$ cat src/rtl/match_collector.sv
// -----------------------------------------------------------------------------
// match_collector
//
// Buffers the per-pair match stream from the matching stage in a show-ahead
// FIFO, presents it on a ready/valid interface, and accumulates per-frame
// statistics (pair count, sum of dx, sum of dy, drops). One summary strobe is
// emitted per frame, after the last pair of that frame has left the FIFO.
//
// Ports
//   i_clk, i_rst        clock (rising edge), asynchronous active-high reset
//   i_valid             one match pair this cycle (no upstream backpressure)
//   i_src_x/y, i_dst_x/y  pair coordinates
//   i_end               single-cycle end-of-frame pulse
//   i_ready             downstream ready
//   o_valid, o_src_x/y, o_dst_x/y  FIFO head (show-ahead)
//   o_sum_valid         one-cycle frame summary strobe
//   o_match_cnt         pairs seen in the frame (accepted + dropped)
//   o_drop_cnt          pairs dropped because the FIFO was full
//   o_sum_dx, o_sum_dy  signed sums of (dst - src)
//   o_err               sticky: i_end seen outside ACCUM
// -----------------------------------------------------------------------------
module match_collector #(
  parameter int DEPTH  = 16,
  parameter int COOR_W = 10,
  parameter int CNT_W  = 12,
  parameter int SUM_W  = 22
) (
  input  logic              i_clk,
  input  logic              i_rst,
  input  logic              i_valid,
  input  logic [COOR_W-1:0] i_src_x,
  input  logic [COOR_W-1:0] i_src_y,
  input  logic [COOR_W-1:0] i_dst_x,
  input  logic [COOR_W-1:0] i_dst_y,
  input  logic              i_end,
  input  logic              i_ready,
  output logic              o_valid,
  output logic [COOR_W-1:0] o_src_x,
  output logic [COOR_W-1:0] o_src_y,
  output logic [COOR_W-1:0] o_dst_x,
  output logic [COOR_W-1:0] o_dst_y,
  output logic              o_sum_valid,
  output logic [CNT_W-1:0]  o_match_cnt,
  output logic [CNT_W-1:0]  o_drop_cnt,
  output logic [SUM_W-1:0]  o_sum_dx,
  output logic [SUM_W-1:0]  o_sum_dy,
  output logic              o_err
);

  localparam int AW = $clog2(DEPTH);
  localparam int PW = 4 * COOR_W;
  localparam logic [AW:0] FULL_LVL = (AW+1)'(DEPTH);

  typedef enum logic [1:0] {
    ST_ACCUM  = 2'd0,
    ST_DRAIN  = 2'd1,
    ST_REPORT = 2'd2
  } state_t;

  // ---------------------------------------------------------------------------
  // FIFO
  // ---------------------------------------------------------------------------
  logic [PW-1:0] mem_q [DEPTH];
  logic [AW-1:0] wr_ptr_q, wr_ptr_d;
  logic [AW-1:0] rd_ptr_q, rd_ptr_d;
  logic [AW:0]   fill_q, fill_d;
  logic          push_s, pop_s;
  logic [PW-1:0] head_s;

  // Occupancy before this cycle's pop decides acceptance: full+pop still drops.
  assign push_s = i_valid && (fill_q != FULL_LVL);
  assign pop_s  = (fill_q != '0) && i_ready;
  assign head_s = mem_q[rd_ptr_q];

  assign o_valid = (fill_q != '0);
  assign o_src_x = head_s[4*COOR_W-1:3*COOR_W];
  assign o_src_y = head_s[3*COOR_W-1:2*COOR_W];
  assign o_dst_x = head_s[2*COOR_W-1:COOR_W];
  assign o_dst_y = head_s[COOR_W-1:0];

  // FIFO pointer and occupancy next-state.
  always_comb begin
    wr_ptr_d = wr_ptr_q;
    rd_ptr_d = rd_ptr_q;
    fill_d   = fill_q;
    if (push_s) begin
      wr_ptr_d = wr_ptr_q + 1'b1;
    end else begin
      wr_ptr_d = wr_ptr_q;
    end
    if (pop_s) begin
      rd_ptr_d = rd_ptr_q + 1'b1;
    end else begin
      rd_ptr_d = rd_ptr_q;
    end
    case ({push_s, pop_s})
      2'b10:   fill_d = fill_q + 1'b1;
      2'b01:   fill_d = fill_q - 1'b1;
      default: fill_d = fill_q;
    endcase
  end

  // FIFO storage; contents need no reset because occupancy gates visibility.
  always_ff @(posedge i_clk) begin
    if (push_s) begin
      mem_q[wr_ptr_q] <= {i_src_x, i_src_y, i_dst_x, i_dst_y};
    end
  end

  // ---------------------------------------------------------------------------
  // Statistics and frame FSM
  // ---------------------------------------------------------------------------
  state_t            state_q, state_d;
  logic [CNT_W-1:0]  acc_cnt_q, acc_cnt_d, cnt_upd_s;
  logic [CNT_W-1:0]  acc_drop_q, acc_drop_d, drop_upd_s;
  logic [SUM_W-1:0]  acc_dx_q, acc_dx_d, dx_upd_s;
  logic [SUM_W-1:0]  acc_dy_q, acc_dy_d, dy_upd_s;
  logic [CNT_W-1:0]  snap_cnt_q, snap_cnt_d;
  logic [CNT_W-1:0]  snap_drop_q, snap_drop_d;
  logic [SUM_W-1:0]  snap_dx_q, snap_dx_d;
  logic [SUM_W-1:0]  snap_dy_q, snap_dy_d;
  logic [COOR_W:0]   dx_s, dy_s;
  logic [SUM_W-1:0]  dx_ext_s, dy_ext_s;
  logic              frame_end_s;
  logic              report_load_s;
  logic              err_d;

  // Differences are taken at COOR_W+1 bits so the sign survives, then extended.
  assign dx_s     = {1'b0, i_dst_x} - {1'b0, i_src_x};
  assign dy_s     = {1'b0, i_dst_y} - {1'b0, i_src_y};
  assign dx_ext_s = {{(SUM_W-COOR_W-1){dx_s[COOR_W]}}, dx_s};
  assign dy_ext_s = {{(SUM_W-COOR_W-1){dy_s[COOR_W]}}, dy_s};

  assign frame_end_s = i_end && (state_q == ST_ACCUM);

  // Per-pair accumulator update; sums freeze together with a saturated count.
  always_comb begin
    cnt_upd_s  = acc_cnt_q;
    drop_upd_s = acc_drop_q;
    dx_upd_s   = acc_dx_q;
    dy_upd_s   = acc_dy_q;
    if (i_valid && (acc_cnt_q != '1)) begin
      cnt_upd_s = acc_cnt_q + 1'b1;
      dx_upd_s  = acc_dx_q + dx_ext_s;
      dy_upd_s  = acc_dy_q + dy_ext_s;
    end else begin
      cnt_upd_s = acc_cnt_q;
      dx_upd_s  = acc_dx_q;
      dy_upd_s  = acc_dy_q;
    end
    if (i_valid && !push_s && (acc_drop_q != '1)) begin
      drop_upd_s = acc_drop_q + 1'b1;
    end else begin
      drop_upd_s = acc_drop_q;
    end
  end

  // Frame boundary: snapshot includes this cycle's pair, accumulators restart.
  always_comb begin
    acc_cnt_d   = cnt_upd_s;
    acc_drop_d  = drop_upd_s;
    acc_dx_d    = dx_upd_s;
    acc_dy_d    = dy_upd_s;
    snap_cnt_d  = snap_cnt_q;
    snap_drop_d = snap_drop_q;
    snap_dx_d   = snap_dx_q;
    snap_dy_d   = snap_dy_q;
    if (frame_end_s) begin
      acc_cnt_d   = '0;
      acc_drop_d  = '0;
      acc_dx_d    = '0;
      acc_dy_d    = '0;
      snap_cnt_d  = cnt_upd_s;
      snap_drop_d = drop_upd_s;
      snap_dx_d   = dx_upd_s;
      snap_dy_d   = dy_upd_s;
    end else begin
      snap_cnt_d  = snap_cnt_q;
      snap_drop_d = snap_drop_q;
      snap_dx_d   = snap_dx_q;
      snap_dy_d   = snap_dy_q;
    end
  end

  // FSM next state; a pair entering an empty FIFO in DRAIN postpones REPORT.
  always_comb begin
    state_d = state_q;
    case (state_q)
      ST_ACCUM: begin
        if (i_end) begin
          state_d = ST_DRAIN;
        end else begin
          state_d = ST_ACCUM;
        end
      end
      ST_DRAIN: begin
        if ((fill_q == '0) && !push_s) begin
          state_d = ST_REPORT;
        end else begin
          state_d = ST_DRAIN;
        end
      end
      ST_REPORT: state_d = ST_ACCUM;
      default:   state_d = ST_ACCUM;
    endcase
  end

  assign report_load_s = (state_q == ST_DRAIN) && (state_d == ST_REPORT);
  assign err_d         = o_err || (i_end && (state_q != ST_ACCUM));

  // State registers for FIFO control, accumulators, snapshot and outputs.
  always_ff @(posedge i_clk or posedge i_rst) begin
    if (i_rst) begin
      wr_ptr_q    <= '0;
      rd_ptr_q    <= '0;
      fill_q      <= '0;
      state_q     <= ST_ACCUM;
      acc_cnt_q   <= '0;
      acc_drop_q  <= '0;
      acc_dx_q    <= '0;
      acc_dy_q    <= '0;
      snap_cnt_q  <= '0;
      snap_drop_q <= '0;
      snap_dx_q   <= '0;
      snap_dy_q   <= '0;
      o_sum_valid <= 1'b0;
      o_match_cnt <= '0;
      o_drop_cnt  <= '0;
      o_sum_dx    <= '0;
      o_sum_dy    <= '0;
      o_err       <= 1'b0;
    end else begin
      wr_ptr_q    <= wr_ptr_d;
      rd_ptr_q    <= rd_ptr_d;
      fill_q      <= fill_d;
      state_q     <= state_d;
      acc_cnt_q   <= acc_cnt_d;
      acc_drop_q  <= acc_drop_d;
      acc_dx_q    <= acc_dx_d;
      acc_dy_q    <= acc_dy_d;
      snap_cnt_q  <= snap_cnt_d;
      snap_drop_q <= snap_drop_d;
      snap_dx_q   <= snap_dx_d;
      snap_dy_q   <= snap_dy_d;
      o_err       <= err_d;
      // The strobe coincides with the single REPORT cycle; values hold after.
      o_sum_valid <= report_load_s;
      if (report_load_s) begin
        o_match_cnt <= snap_cnt_q;
        o_drop_cnt  <= snap_drop_q;
        o_sum_dx    <= snap_dx_q;
        o_sum_dy    <= snap_dy_q;
      end
    end
  end

endmodule
$ cat config.mk
export PLATFORM = sky130hd
export DESIGN_NAME = match_collector
export DESIGN_NICKNAME = d
export VERILOG_FILES = /design/src/rtl/match_collector.sv
export SDC_FILE = /design/constraint.sdc
export NUM_CORES = 1
export LEC_CHECK = 0
export CELL_PAD_IN_SITES_DETAIL_PLACEMENT = 1
export CELL_PAD_IN_SITES_GLOBAL_PLACEMENT = 1
export CORE_MARGIN = 2
export CORE_UTILIZATION = 56
export CTS_CLUSTER_DIAMETER = 120
export DETAILED_ROUTE_END_ITERATION = 10
export PLACE_DENSITY = 0.83
export SLEW_MARGIN = 20
export SYNTH_ARGS = -nofsm -noshare
export SYNTH_HDL_FRONTEND = slang
export SYNTH_SLANG_ARGS = --single-unit
$ cat constraint.sdc
create_clock -name i_clk -period 18.1 [get_ports i_clk]
set_input_delay 4.525 -clock i_clk [delete_from_list [all_inputs] [get_ports i_clk]]
set_output_delay 4.525 -clock i_clk [all_outputs]
set_load 0.01 [all_outputs]
==> flow_metrics.tcl, run 1 <==
set metrics [dict create \
    cts_buffers 86 \
    crit-reg2reg-launch "acc_dy_q[0]" \
    die_height_um 256 \
    setup.reg_to_reg.worst_slack_ns 14.88 \
    cts_tree "done" \
    pleak_uw 0.0149 \
    most_frequent_cells_in_the_layout "edfxtp_1 (640), dfrtp_1 (217), mux4_2 (200)" \
    die_area_sq_um 65500 \
    setup_repair_after_global_routing_missed_its_margin "false" \
    cp_slowest_stage_delay_ns 0.92 \
    syn_area_sq_um 35500 \
    netlist-cell-type-count 64 \
    finalNetCount 2360 \
    syn2layout_area_growth_pct 15.6 \
    critPathBufInv 2 \
    detail_route.iter0.violations 1711 \
    number_of_failing_setup_endpoints_in_the_final_timing_report 0 \
    slew_viol_final 0 \
    fmax_ghz 0.0985 \
    postSynth.asyncResetShare 0.257 \
    dieWidth_um 256 \
    worst_slew_pin_slew_ns 1.09 \
    whs_endpoint "rd_ptr_q[3]" \
    cap_violations 0 \
    design_area_sq_um 41100 \
    fillCellCount 5453 \
    antenna_violations_before_repair 2 \
    cp-start-kind "input port" \
    yosysTopAreaCellShare 0.541 \
    grt_overflow_total 0 \
    hpwlAfterDp_mm 49.5 \
    grt.total_usage 0.282 \
    post_synth.cell_area_avg_sq_um 17.3 \
    dpl-instance-area_sq_um 38200 \
    post_drt_antenna_nets 0 \
    boundaryPins 156 \
    min-delay-path-class "flop to flop" \
    io_buffers 155 \
    ys_warn_count 0 \
    clock_tree.htree_level_count 3 \
    avgRoutedWirePerCell_um 28.5 \
    number_of_remaining_drc_errors 0 \
    wl_mm 89.7 \
    top_cell_type_by_total_area_after_synthesis "edfxtp_1" \
    timing.final.crit_period_ns 10.15 \
    critical_path.cell_chain "clkdlybuf4s50_1 > ha_1 > inv_1 > fa_1 > a21o_1 > a21oi_1 > o21ai_1 > a2111oi_2 > o41a_1 > ha_1 > o21ai_0 > a21oi_1 > a21oi_1 > a21boi_2 > o21ai_0 > a221oi_1 > mux2i_1 > xnor2_1 > o21ai_0" \
    skew_ns 0.0310 \
    required_worst_endpoint_ns 18.58 \
    post_drt_via_cell_ratio 6.22 \
    synthTopCellsByArea "edfxtp_1 (54%), dfrtp_1 (16%), mux4_2 (13%), ha_1 (2.6%), mux2_2 (2.3%)" \
    min-delay-start "rd_ptr_q[3]" \
    drive_gt1_frac 0.205 \
    finalSetupTns_ns 0 \
    synth_enable_flop_cells 640 \
    critical_path.top_delay_family "compound AO/OA/AOI/OAI gates" \
    initial_utilization 0.565 \
    post_cts_resized 0 \
    ctsRootBufferMaster "clkbuf_16" \
    globalplace.congestion 0.820 \
    r2r-end "snap_dy_q[20]" \
    status "finished clean" \
    vdd_ir_drop_max_mv 0.0949 \
    postSynthCellCount 2050 \
    timing.max_slew.rel_slack 0.275 \
    finalNonFillerCells 3148 \
    cts.repair_timing.setup_buffer_count 0 \
    fp.coreArea_sq_um 62900 \
    ys_dominant_reg_cell "edfxtp_1" \
    grt_pass1_wl_mm 137 \
    clkSlewWorstSetupHoldPaths_ns 0.06 \
    numClockSinks 861 \
    clock_tree_buf_depth 3 \
    crit_path_end_kind "flop" \
    critical_path_class "input port to flop" \
    period_share 0.561 \
    clk-insertion-delay-late_ns 0.65 \
    power-per-cell-area_nw_per_um2 164 \
    synth_seq_cells 861 \
    layout.cells.most_common "edfxtp_1" \
    timing.critical_path.fanout_max 17 \
    critical_path_arrival_ns 10.63 \
    maximum_number_of_pins_on_one_net_before_global_route_repair 86 \
    finalHoldViolCount 0 \
    finalCoreUtilization 0.653 \
    synth_fp_nets 2175 \
    first_global_vias 21700 \
    synth_sequential_area_ratio 0.697 \
    placed_cells_incl_taps 2992 \
    placement_rows 92 \
    drt-pass1-iter-count 5 \
    worst_r2r_path_depth 12 \
    cts.hold.buffers_added 0 \
    route.vias.total 19600 \
    critical-path-slowest-cell "clkdlybuf4s50_1" \
    hold_path_depth 1 \
]
[Yosys cell counts, types with 9 or more instances]
cell type / number
a21boi_0: 9
a21o_1: 16
a21oi_1: 65
a31oi_1: 10
and3_1: 10
buf_1: 13
buf_2: 20
clkbuf_1: 55
dfrtp_1: 221
edfxtp_1: 640
ha_1: 75
inv_1: 55
mux2_2: 71
mux2i_1: 19
mux4_2: 200
nand2_1: 126
nand3_1: 12
nand4_1: 9
nor2_1: 140
nor2b_1: 9
nor3_1: 21
o21ai_0: 92
xnor2_1: 40
xor2_1: 28
[worst max-delay path by stage]
| stage | start | endpoint | slack, ns | cells after the start |
|---|---|---|---|---|
| after floorplan | i_rst | acc_cnt_q[0] | 7.53 | 1 |
| after global placement | i_src_x[0] | snap_dx_q[21] | 8.16 | 19 |
| after detailed placement | i_src_x[0] | snap_dx_q[21] | 7.75 | 19 |
| after CTS | i_src_x[0] | snap_dx_q[21] | 8.06 | 19 |
| after global routing | i_src_x[1] | snap_dx_q[21] | 7.55 | 22 |
| final | i_src_x[0] | snap_dx_q[21] | 7.95 | 19 |
[per-stage QoR]
stage	power [uW]	setup WS [ns]	hold slack, ns
floorplan	4070	7.53	0.440
detailed placement	4900	7.75	0.461
finish	6730	7.95	0.471
global placement	4790	8.16	0.457
global route	7030	7.55	0.487
CTS	6780	8.06	0.472
[worst register-to-register path: stages (launching register included)]
cell and delay (ns):
dfrtp_1 0.35, ha_1 0.22, inv_1 0.08, fa_1 0.41, nor2b_1 0.18, o21ai_1 0.12, a21boi_1 0.28, a31oi_1 0.21
a31oi_1 0.52, o221ai_1 0.25, xnor2_1 0.17, mux2i_1 0.18, a21oi_1 0.10
[registers in the layout (all words and copies together) (netlist names), 22 cells and up]
name	flops
acc_dx_q	22
acc_dy_q	22
mem_q	640
o_sum_dx	22
o_sum_dy	22
snap_dx_q	22
snap_dy_q	22
[final cells by class]
type	instances	area [sq um]	area share
antenna	2	5.00	0.000122
inverter	55	214	0.00521
sequential	861	24800	0.603
clock inverter	43	523	0.0127
tap	846	1060	0.0258
clock buffer	110	2350	0.0574
multi-input combinational	1044	10300	0.252
timing repair buffer	187	1800	0.0439
[power by group]
| part | switching [uW] | internal (uW) | leakage (uW) | total [uW] |
|---|---|---|---|---|
| combinational | 1150 | 1090 | 0.00479 | 2240 |
| sequential | 209 | 2440 | 0.00865 | 2650 |
| clock | 760 | 1080 | 0.00142 | 1840 |
[cells by family (layout without fill, tap and decap cells)]
family,Yosys count,after routing,share of synthesized area
AOI/OAI and AO/OA,245,245,0.0417
xor gates and xnor gates,68,68,0.0168
adders and majority gates,80,80,0.0292
buffers and inverters,145,395,0.0163
DFF,861,861,0.697
muxes,290,290,0.155
other,0,2,0
and+or+nand+nor,361,361,0.0447
[layer usage]
metal / track usage / share of wire
met5: 0 / 0
met2: 0.475 / 0.51
met1: 0.368 / 0.38
met3: 0.0626 / 0.083
met4: 0.0942 / 0.028
(Power assumes the default switching activity.)
==> inputs of run 2 (changes only) <==
- CORE_UTILIZATION: 56 -> 52
- PLACE_DENSITY: 0.83 -> 0.78
- clock period: 18.1 -> 9.5 ns (I/O delays scaled with it)
==> flow_metrics.tcl, run 2 (synthesized netlist as in run 1, its figures left out) <==
set metrics [dict create \
    power-per-cell-area_nw_per_um2 311 \
    slew_viol_final 0 \
    post-route-worst-setup-slack_ns 1.96 \
    finalNetCount 2360 \
    most_frequent_cells_in_the_layout "edfxtp_1 (640), dfrtp_1 (217), mux4_2 (200)" \
    fp.coreArea_sq_um 67400 \
    cts_tree "done" \
    place_ws_ns 1.41 \
    grt_overflow_total 0 \
    cts_buffers 88 \
    fillCellCount 5911 \
    timing.final.crit_period_ns 7.54 \
    critical_path_arrival_ns 8.03 \
    required_worst_endpoint_ns 9.99 \
    grt_pass1_wl_mm 130 \
    placement_rows 95 \
    ctsRootBufferMaster "clkbuf_16" \
    critical_path_class "input port to flop" \
    flip_flop_count_of_the_largest_register_all_copies_and_words_added 640 \
    boundaryPins 156 \
    clkSlewWorstSetupHoldPaths_ns 0.06 \
    post_drt_via_cell_ratio 6.02 \
    syn2layout_area_growth_pct 16.1 \
    number_of_failing_setup_endpoints_in_the_final_timing_report 0 \
    layout.cells.most_common "edfxtp_1" \
    crit_path_end_kind "flop" \
    initial_utilization 0.527 \
    avgRoutedWirePerCell_um 26.6 \
    first_global_vias 21100 \
    cts.hold.buffers_added 0 \
    hpwlAfterDp_mm 48.6 \
    worst_slew_pin_slew_ns 1.15 \
    clk-insertion-delay-late_ns 0.65 \
    period_share 0.794 \
    antenna_violations_before_repair 6 \
    timing.max_slew.rel_slack 0.228 \
    dieWidth_um 265 \
    finalSetupTns_ns 0 \
    setup_repair_after_global_routing_missed_its_margin "false" \
    maximum_number_of_pins_on_one_net_before_global_route_repair 147 \
    vdd_ir_drop_max_mv 0.211 \
    post_drt_antenna_nets 0 \
    status "finished clean" \
    fmax_ghz 0.133 \
    numClockSinks 861 \
    globalplace.congestion 0.815 \
    skew_ns 0.0243 \
    dpl-instance-area_sq_um 38200 \
    finalHoldViolCount 0 \
    die_height_um 265 \
    drt-pass1-iter-count 7 \
    timing.critical_path.from "i_src_x[1]" \
    cts.repair_timing.setup_buffer_count 0 \
    clock_tree.htree_level_count 3 \
    io_buffers 155 \
    route.vias.total 19200 \
    min-delay-start "snap_dy_q[15]" \
    grt.total_usage 0.246 \
    number_of_remaining_drc_errors 0 \
    timing.critical_path.fanout_max 17 \
    min-delay-path-class "flop to flop" \
    post_cts_resized 0 \
    die_area_sq_um 70400 \
    cp-start-kind "input port" \
    cap_violations 0 \
    design_area_sq_um 41200 \
    detail_route.iter0.violations 1544 \
    regMostFlops "mem_q" \
    clock_tree_buf_depth 3 \
    wl_mm 84.7 \
    pleak_uw 0.0149 \
    drive_gt1_frac 0.204 \
    crit-reg2reg-launch "fill_q[1]" \
]
[run 2: cell count changes in the layout (fill, tap and decap cells not counted), sizes merged]
cell,before,now
bufinv,11,10
buf,32,30
clkinvlp,2,1
diode,2,3
clkbuf,110,118
clkinv,27,33
[run 2: routing by layer]
metal	routed length, um	vias to the layer above	track usage
met2	42500	647	0.407
met5	36	-	0
met1	34600	10100	0.331
li1	-	8307	-
met3	5920	115	0.0548
met4	1600	6	0.0741
[run 2: worst max-delay path, cell delays in order]
cell             delay, ns
clkdlybuf4s50_1       0.83
inv_1                 0.28
ha_1                  0.37
nor2b_1               0.14
o21ai_0               0.22
a21boi_0              0.18
o21ai_0               0.30
a21boi_0              0.18
o21ai_0               0.27
a21boi_0              0.22
or4b_1                0.52
o2111ai_1             0.15
ha_1                  0.32
nand2_1               0.08
a21oi_1               0.06
a21oi_1               0.16
a21boi_2              0.26
o21ai_0               0.19
a221oi_1              0.38
mux2i_1               0.26
xnor2_1               0.15
o21ai_0               0.11
[run 2: worst paths after layout]
| check | to | slack (ns) | cells after the start |
|---|---|---|---|
| worst max-delay path | snap_dx_q[21] | 1.96 | 22 |
| worst min-delay path | snap_dy_q[15] | 0.48 | 2 |
| worst max register to register | o_sum_dx[13] | 6.13 | 5 |
| worst min register to register | snap_dy_q[15] | 0.48 | 2 |
| max in group asynchronous | rd_ptr_q[1] | 5.37 | 3 |
| min in group asynchronous | snap_cnt_q[1] | 2.38 | 2 |
[run 2: report_power, final]
part	total, uW	internal [uW]	switching, uW	leakage (uW)
registers	5080	4650	429	0.00865
clock network	3580	2110	1470	0.00148
logic	4150	2070	2080	0.00479
total	12800	8830	3980	0.0149
[run 2: cell type report]
| cell class | count | area [sq um] | area share |
|---|---|---|---|
| Tap cell | 873 | 1090 | 0.0265 |
| Inverter | 55 | 214 | 0.00519 |
| Clock inverter | 47 | 532 | 0.0129 |
| Clock buffer | 118 | 2470 | 0.0600 |
| Timing Repair Buffer | 185 | 1810 | 0.0439 |
| Sequential cell | 861 | 24800 | 0.600 |
| Antenna cell | 3 | 7.51 | 0.000182 |
| Multi-Input combinational cell | 1044 | 10300 | 0.251 |
[run 2: stage by stage]
stage | total power [uW] | hold WS, ns | cells | utilization
final | 12800 | 0.482 | 3186 | 0.612
after global routing | 13400 | 0.513 | 3186 | 0.612
after CTS | 12900 | 0.487 | 3181 | 0.611
after detailed placement | 9310 | 0.473 | 3016 | 0.567
after global placement | 9150 | 0.459 | 3016 | 0.567
after floorplan | 7750 | 0.440 | 2050 | -
==> patch 1, RTL diff (settings of run 1) <==
Reset style: synchronous (`i_rst`), changed in one clocked block. Comments in the files are not updated.
--- a/src/rtl/match_collector.sv
+++ b/src/rtl/match_collector.sv
@@ -211,3 +211,3 @@
   // State registers for FIFO control, accumulators, snapshot and outputs.
-  always_ff @(posedge i_clk or posedge i_rst) begin
+  always_ff @(posedge i_clk) begin
     if (i_rst) begin
Behaviour: differs if i_rst is asserted again (counterexample within 4 cycles, from zero or initial values and one cycle with i_rst high); with i_rst held inactive, the same outputs for 4 cycles.
==> patch 1 against run 1 <==
  * Utilization up 0.098 points
  * Critical path depth grew 1
  * Sequential cell count increased by 4
  * Routed wire length rose by 7.9%
  * Cell area shrank 1.7%
  * Largest cell class unchanged
  * Clock skew increased by 0.00074 ns
  * Synthesized cell count increased by 9.2%
  * Worst hold slack got worse by 0.018 ns
  * Highest routed layer is now met5
  * Count of clock-buffer cells in the layout is 3 higher
  * Worst setup slack improved by 0.28 ns
  * Synthesized area fell by 1.6%
Power is not compared: it rests on default switching activity, and its combinational part moved more than twofold at a synthesized area within 25%.
==> patch 1: results (changes against run 1) <==
| Metric | Value |
|---|---|
| Status | `completed` |
| Async set-or-reset flop fraction in the synthesized netlist | `0% (-26 points)` |
| First-pass GRT wire length | `145300 µm (+5.7%)` |
| Clk_lat worst skew | `0.67 ns (+0.02 ns)` |
| Syn Nets | `2363 (+8.6%)` |
| Top reg by flops | `mem_q` |
| Critical path origin | `i_src_y[1]` |
| R2r setup slk | `14.95 ns (+0.07 ns)` |
| Crit path max-delay cell type | `clkdlybuf4s50_1` |
| Setup crit end | `snap_dy_q[20]$_SDFFE_PP0P_` |
| Peak supply drop | `80.99 µV` |
| Arrival @ worst endpoint | `10.41 ns (-0.22 ns)` |
| Synthesis Warnings | `0 (unchanged)` |
| Post-CTS sizing | `0 (unchanged)` |
| Ranking of synthesized cells by area | `edfxtp_1 55%, dfxtp_1 13%, mux4_2 13%` |
| Gp weighted congestion | `0.8761 (+6.8%)` |
| R2r startpoint | `fill_q[1]$_SDFFE_PP0P_` |
| Slowest stage delay, CP | `0.86 ns (-0.06 ns)` |
| Final Skew | `0.03171 ns (+0.0007378 ns)` |
| Port bufs | `155 (unchanged)` |
| Clock tree root buffer cell | `clkbuf_16` |
| Seq/Total Area, Yosys | `67.89% (-1.8 points)` |
| Post-synth EDFFs | `640 (unchanged)` |
| HP Start | `o_match_cnt[6]$_SDFFE_PP0P_` |
| Cells on worst reg2reg path | `6 (-6)` |
| Worst slew margin | `29.67% (+2.2 points)` |
| Synth unique cells | `71 (+11%)` |
| Share of layout cells above drive strength 1 | `16.37% (-4.2 points)` |
| Critical path peak fanout | `17 (unchanged)` |
| Hold Crit Class | `flip-flop to flip-flop` |
| Vias in the first global route | `22630 (+4.5%)` |
| Largest net degree at the start of global routing | `161 (+87%)` |
| Cell Area, Placed | `0.03750 mm² (-1.7%)` |
| Total global-route track usage | `30.77% (+2.6 points)` |
| Clock Path Buffers | `3 (unchanged)` |
| Setup bufs post-CTS | `0 (unchanged)` |
| Nets | `2531 (+7.2%)` |
| Initial antenna violation count | `5 (+3)` |
| Worst Hold End | `o_match_cnt[6]$_SDFFE_PP0P_` |
| Pre-Repair DR Iteration Count | `6 (+1)` |
| Top cells by count, synth | `640 x edfxtp_1, 251 x nand2_1, 225 x dfxtp_1` |
| Max reg flops | `640 (unchanged)` |
| Drt initial violations | `1978 (+16%)` |
| CTS Buf Count | `88 (+2.3%)` |
| LEAKAGE | `0.01325 µW` |
| RR Endpoint | `mem_q[3][0]$_DFFE_PP_` |
| H-tree depth | `3 (unchanged)` |
| Via/cell ratio | `6.322 (+1.6%)` |
| Delay-heaviest family, CP | `compound AO/OA/AOI/OAI gates` |
| Routed wire per std cell | `29.20 µm (+2.5%)` |
| Reg clk slew, reported paths | `0.06 ns (about the same)` |
| Hpwl dp | `52510 µm (+6.2%)` |
| Hold depth | `2 (+1)` |
-- patch 1: power by group --
group / internal, µW / switching, µW
combinational: 507 / 563
clock: 1020 / 800
sequential: 2210 / 65.0
-- patch 1: routing by layer --
| layer | up-vias | track usage, % | share of wire [%] |
|---|---|---|---|
| met5 | - | 0 | 0.036 |
| met4 | 6 | 11.43 | 3.4 |
| met3 | 205 | 5.992 | 8.0 |
| met2 | 1026 | 52.36 | 51 |
| met1 | 10800 | 39.43 | 38 |
| li1 | 8922 | - | - |
-- patch 1: worst reg2reg max path: stages (launching register included) --
cell	delay, ns
dfxtp_1	0.42
nor4_2	0.11
a21boi_1	0.15
buf_4	0.21
nand2_1	0.27
nor3_2	0.82
buf_4	0.73
-- patch 1: logic make-up (layout without fill, tap and decap cells) --
kind of cell    count (synthesis)  in the layout  share of synthesized area, %
mux                           220            220                         13.46
flops                         865            865                         67.89
compound gates                340            340                         6.065
other cells                     0              4                             0
fa+ha+maj                      80             80                         2.972
simple gates                  508            508                         6.191
xor+xnor                       63             63                         1.579
buf+inv                       162            398                         1.844
-- patch 1: final cells by class --
| type | instances | area (µm²) |
|---|---|---|
| inverter | 54 | 202.7 |
| clock inverter | 45 | 442.9 |
| antenna | 4 | 10.01 |
| fill | 5523 | 21340 |
| timing repair buffer | 186 | 1794 |
| clock buffer | 113 | 2417 |
| tap | 837 | 1047 |
| multi-input combinational | 1211 | 10720 |
| sequential | 865 | 23740 |
-- patch 1: metrics by stage --
stage / setup slack, ns / hold WS, ns / instances / power (µW)
finish: 8.233 / 0.4536 / 3315 / 5169
global route: 7.784 / 0.4802 / 3312 / 5344
CTS: 8.271 / 0.4564 / 3311 / 5200
detailed placement: 8.250 / 0.4482 / 3153 / 3369
global placement: 8.849 / 0.4377 / 3153 / 3316
floorplan: 9.667 / 0.4249 / 2238 / 3021
==> patch 2, RTL diff (config.mk and constraints of run 1) <==
Made on the original files. The parameter `COOR_W` goes from 10 to 11.
--- a/src/rtl/match_collector.sv
+++ b/src/rtl/match_collector.sv
@@ -23,3 +23,3 @@
   parameter int DEPTH  = 16,
-  parameter int COOR_W = 10,
+  parameter int COOR_W = 11,
   parameter int CNT_W  = 12,
Ports: changed (8 resized); port bits go from 156 to 164. The function was not compared with the original's and may differ.
==> patch 2 against run 1 <==
  * Routed wire length up 10%
  * Sequential share of layout area up 0.70 points
  * Synthesized cell count up 5.3%
  * Register-to-register slack worse by 0.05 ns
  * Clock skew down 0.0017 ns
  * Count of clock-buffer cells in the layout up 14
  * Total power up 6.8%
  * Worst setup slack better by 0.46 ns
  * Sequential cell count up 64
  * Cell area up 6.5%
  * Largest power group unchanged
  * Synthesized area up 7.2%
  * Worst hold slack worse by 0.0056 ns
  * First-iteration DRC count up 13%
==> patch 2: results (changes against run 1) <==
| Metric | Value |
|---|---|
| Max reg flops | `704 (+10%)` |
| Cell Area, Placed | `0.04078 mm² (+6.9%)` |
| Critical path peak fanout | `17 (unchanged)` |
| HP Start | `o_err$_DFF_PP0_` |
| Post-Layout Cell Count | `3290 (+4.5%)` |
| Hpwl dp | `55300 µm (+12%)` |
| Peak supply drop | `132.0 µV (+39%)` |
| Seq/Total Area, Yosys | `70.04% (+0.38 points)` |
| Drt initial violations | `1939 (+13%)` |
| Post-synth EDFFs | `704 (+10%)` |
| CTS Buf Count | `93 (+8.1%)` |
| Share of layout cells above drive strength 1 | `20.17% (-0.35 points)` |
| Synthesis Warnings | `0 (unchanged)` |
| Top cells by count, synth | `704 x edfxtp_1, 221 x dfrtp_1, 220 x mux4_2` |
| Total global-route track usage | `29.09% (+0.89 points)` |
| Syn Inst Count | `2159 (+5.3%)` |
| Port bufs | `163 (+5.2%)` |
| R2r startpoint | `fill_q[0]$_DFFE_PP0P_` |
| Slowest stage delay, CP | `0.85 ns (-0.07 ns)` |
| Arrival @ worst endpoint | `10.16 ns (-0.47 ns)` |
| Clock tree root buffer cell | `clkbuf_16` |
| Vias after detailed routing | `20740 (+5.9%)` |
| Total wire length | `98890 µm (+10%)` |
| Syn Nets | `2290 (+5.3%)` |
| Critical path origin | `i_src_y[0]` |
| Crit path max-delay cell type | `clkdlybuf4s50_1` |
| # fillers | `5737 (+5.2%)` |
| H-tree depth | `3 (unchanged)` |
| Status | `completed` |
| Ranking of synthesized cells by area | `edfxtp_1 56%, dfrtp_1 15%, mux4_2 13%` |
| Placed instance count | `3125 (+4.4%)` |
| Final Skew | `0.02926 ns (-0.001714 ns)` |
| Synth unique cells | `58 (-9.4%)` |
| Top reg by flops | `mem_q` |
| Post-CTS sizing | `0 (unchanged)` |
| Pre-Repair DR Iteration Count | `5 (unchanged)` |
| Hold Crit Class | `flip-flop to flip-flop` |
| Gp weighted congestion | `0.8842 (+7.8%)` |
| Setup bufs post-CTS | `0 (unchanged)` |
| Reg clk slew, reported paths | `0.06 ns (about the same)` |
| Vias in the first global route | `22760 (+5.1%)` |
| Initial antenna violation count | `7 (+5)` |
| LEAKAGE | `0.01571 µW (+5.7%)` |
| Worst slew margin | `26.73% (-0.78 points)` |
| Ys flop type | `edfxtp_1` |
| Nets | `2478 (+5.0%)` |
| Clk_lat worst skew | `0.64 ns` |
| Async set-or-reset flop fraction in the synthesized netlist | `23.89% (-1.8 points)` |
| Clock Path Buffers | `3 (unchanged)` |
| First-pass GRT wire length | `149400 µm (+8.7%)` |
| Largest net degree at the start of global routing | `114 (+33%)` |
==> patch 2: cell count changes after synthesis, sizes merged, moves of 7 or more <==
cell | before | now
edfxtp | 640 | 704
mux4 | 200 | 220
a21oi | 66 | 83
a21o | 16 | 28
xor2 | 28 | 39
a21boi | 14 | 4
nor2 | 140 | 130
nand3 | 12 | 20
buf | 35 | 42
nand2 | 126 | 119
==> patch 2: layout make-up <==
cell class	count	area share, %
Multi-Input combinational cell	1082	24.99
Clock inverter	38	0.7838
Tap cell	873	2.497
Inverter	53	0.4720
Sequential cell	925	61.01
Antenna cell	3	0.01716
Timing Repair Buffer	192	4.256
Clock buffer	124	5.973
==> patch 2: logic make-up after synthesis <==
kind of cell | share of synthesized area, %
DFF | 70.04
and+or+nand+nor | 4.019
muxes | 15.53
AOI/OAI and AO/OA | 4.134
buffers and inverters | 1.597
xor gates and xnor gates | 1.886
adders and majority gates | 2.793
==> patch 2: report_power, final <==
group / switching [µW] / internal (µW) / total, µW
clock: 798 / 1090 / 1890
sequential: 252 / 2620 / 2880
combinational: 1240 / 1170 / 2410
total: 2290 / 4890 / 7180
==> patch 2: worst reg2reg max path, stage by stage (launching register included) <==
cell and delay [ns]:
dfrtp_1 0.46, nor4_4 0.09, a21boi_1 0.16, buf_4 0.21
nand2_1 0.27, nor3_2 0.87, buf_4 0.78
==> patch 2: final timing paths <==
check	cells after the start	to	slack, ns
min in group asynchronous	2	o_sum_valid$_DFF_PP0_	4.41
worst min register to register	1	o_err$_DFF_PP0_	0.47
worst min-delay path	1	o_err$_DFF_PP0_	0.47
worst max-delay path	20	snap_dy_q[20]$_DFFE_PP0P_	8.41
max in group asynchronous	4	acc_dx_q[12]$_DFF_PP0_	11.55
worst max register to register	6	mem_q[2][9]$_DFFE_PP_	14.83
==> patch 2: per-stage QoR <==
step / hold WS (ns) / utilization (%) / setup WS, ns
floorplan: 0.4444 / - / 7.526
global placement: 0.4552 / 60.61 / 8.383
detailed placement: 0.4583 / 60.61 / 8.111
CTS: 0.4774 / 65.01 / 8.535
global route: 0.5015 / 65.01 / 8.145
finish: 0.4655 / 65.02 / 8.408
==> patch 2: metal layers <==
| layer | track usage [%] | wire length [µm] | vias up |
|---|---|---|---|
| met5 | 0 | 57 | - |
| met4 | 10.29 | 3463 | 8 |
| met3 | 5.862 | 7402 | 198 |
| met2 | 49.59 | 50480 | 912 |
| met1 | 37.58 | 37480 | 10850 |
| li1 | - | - | 8770 |
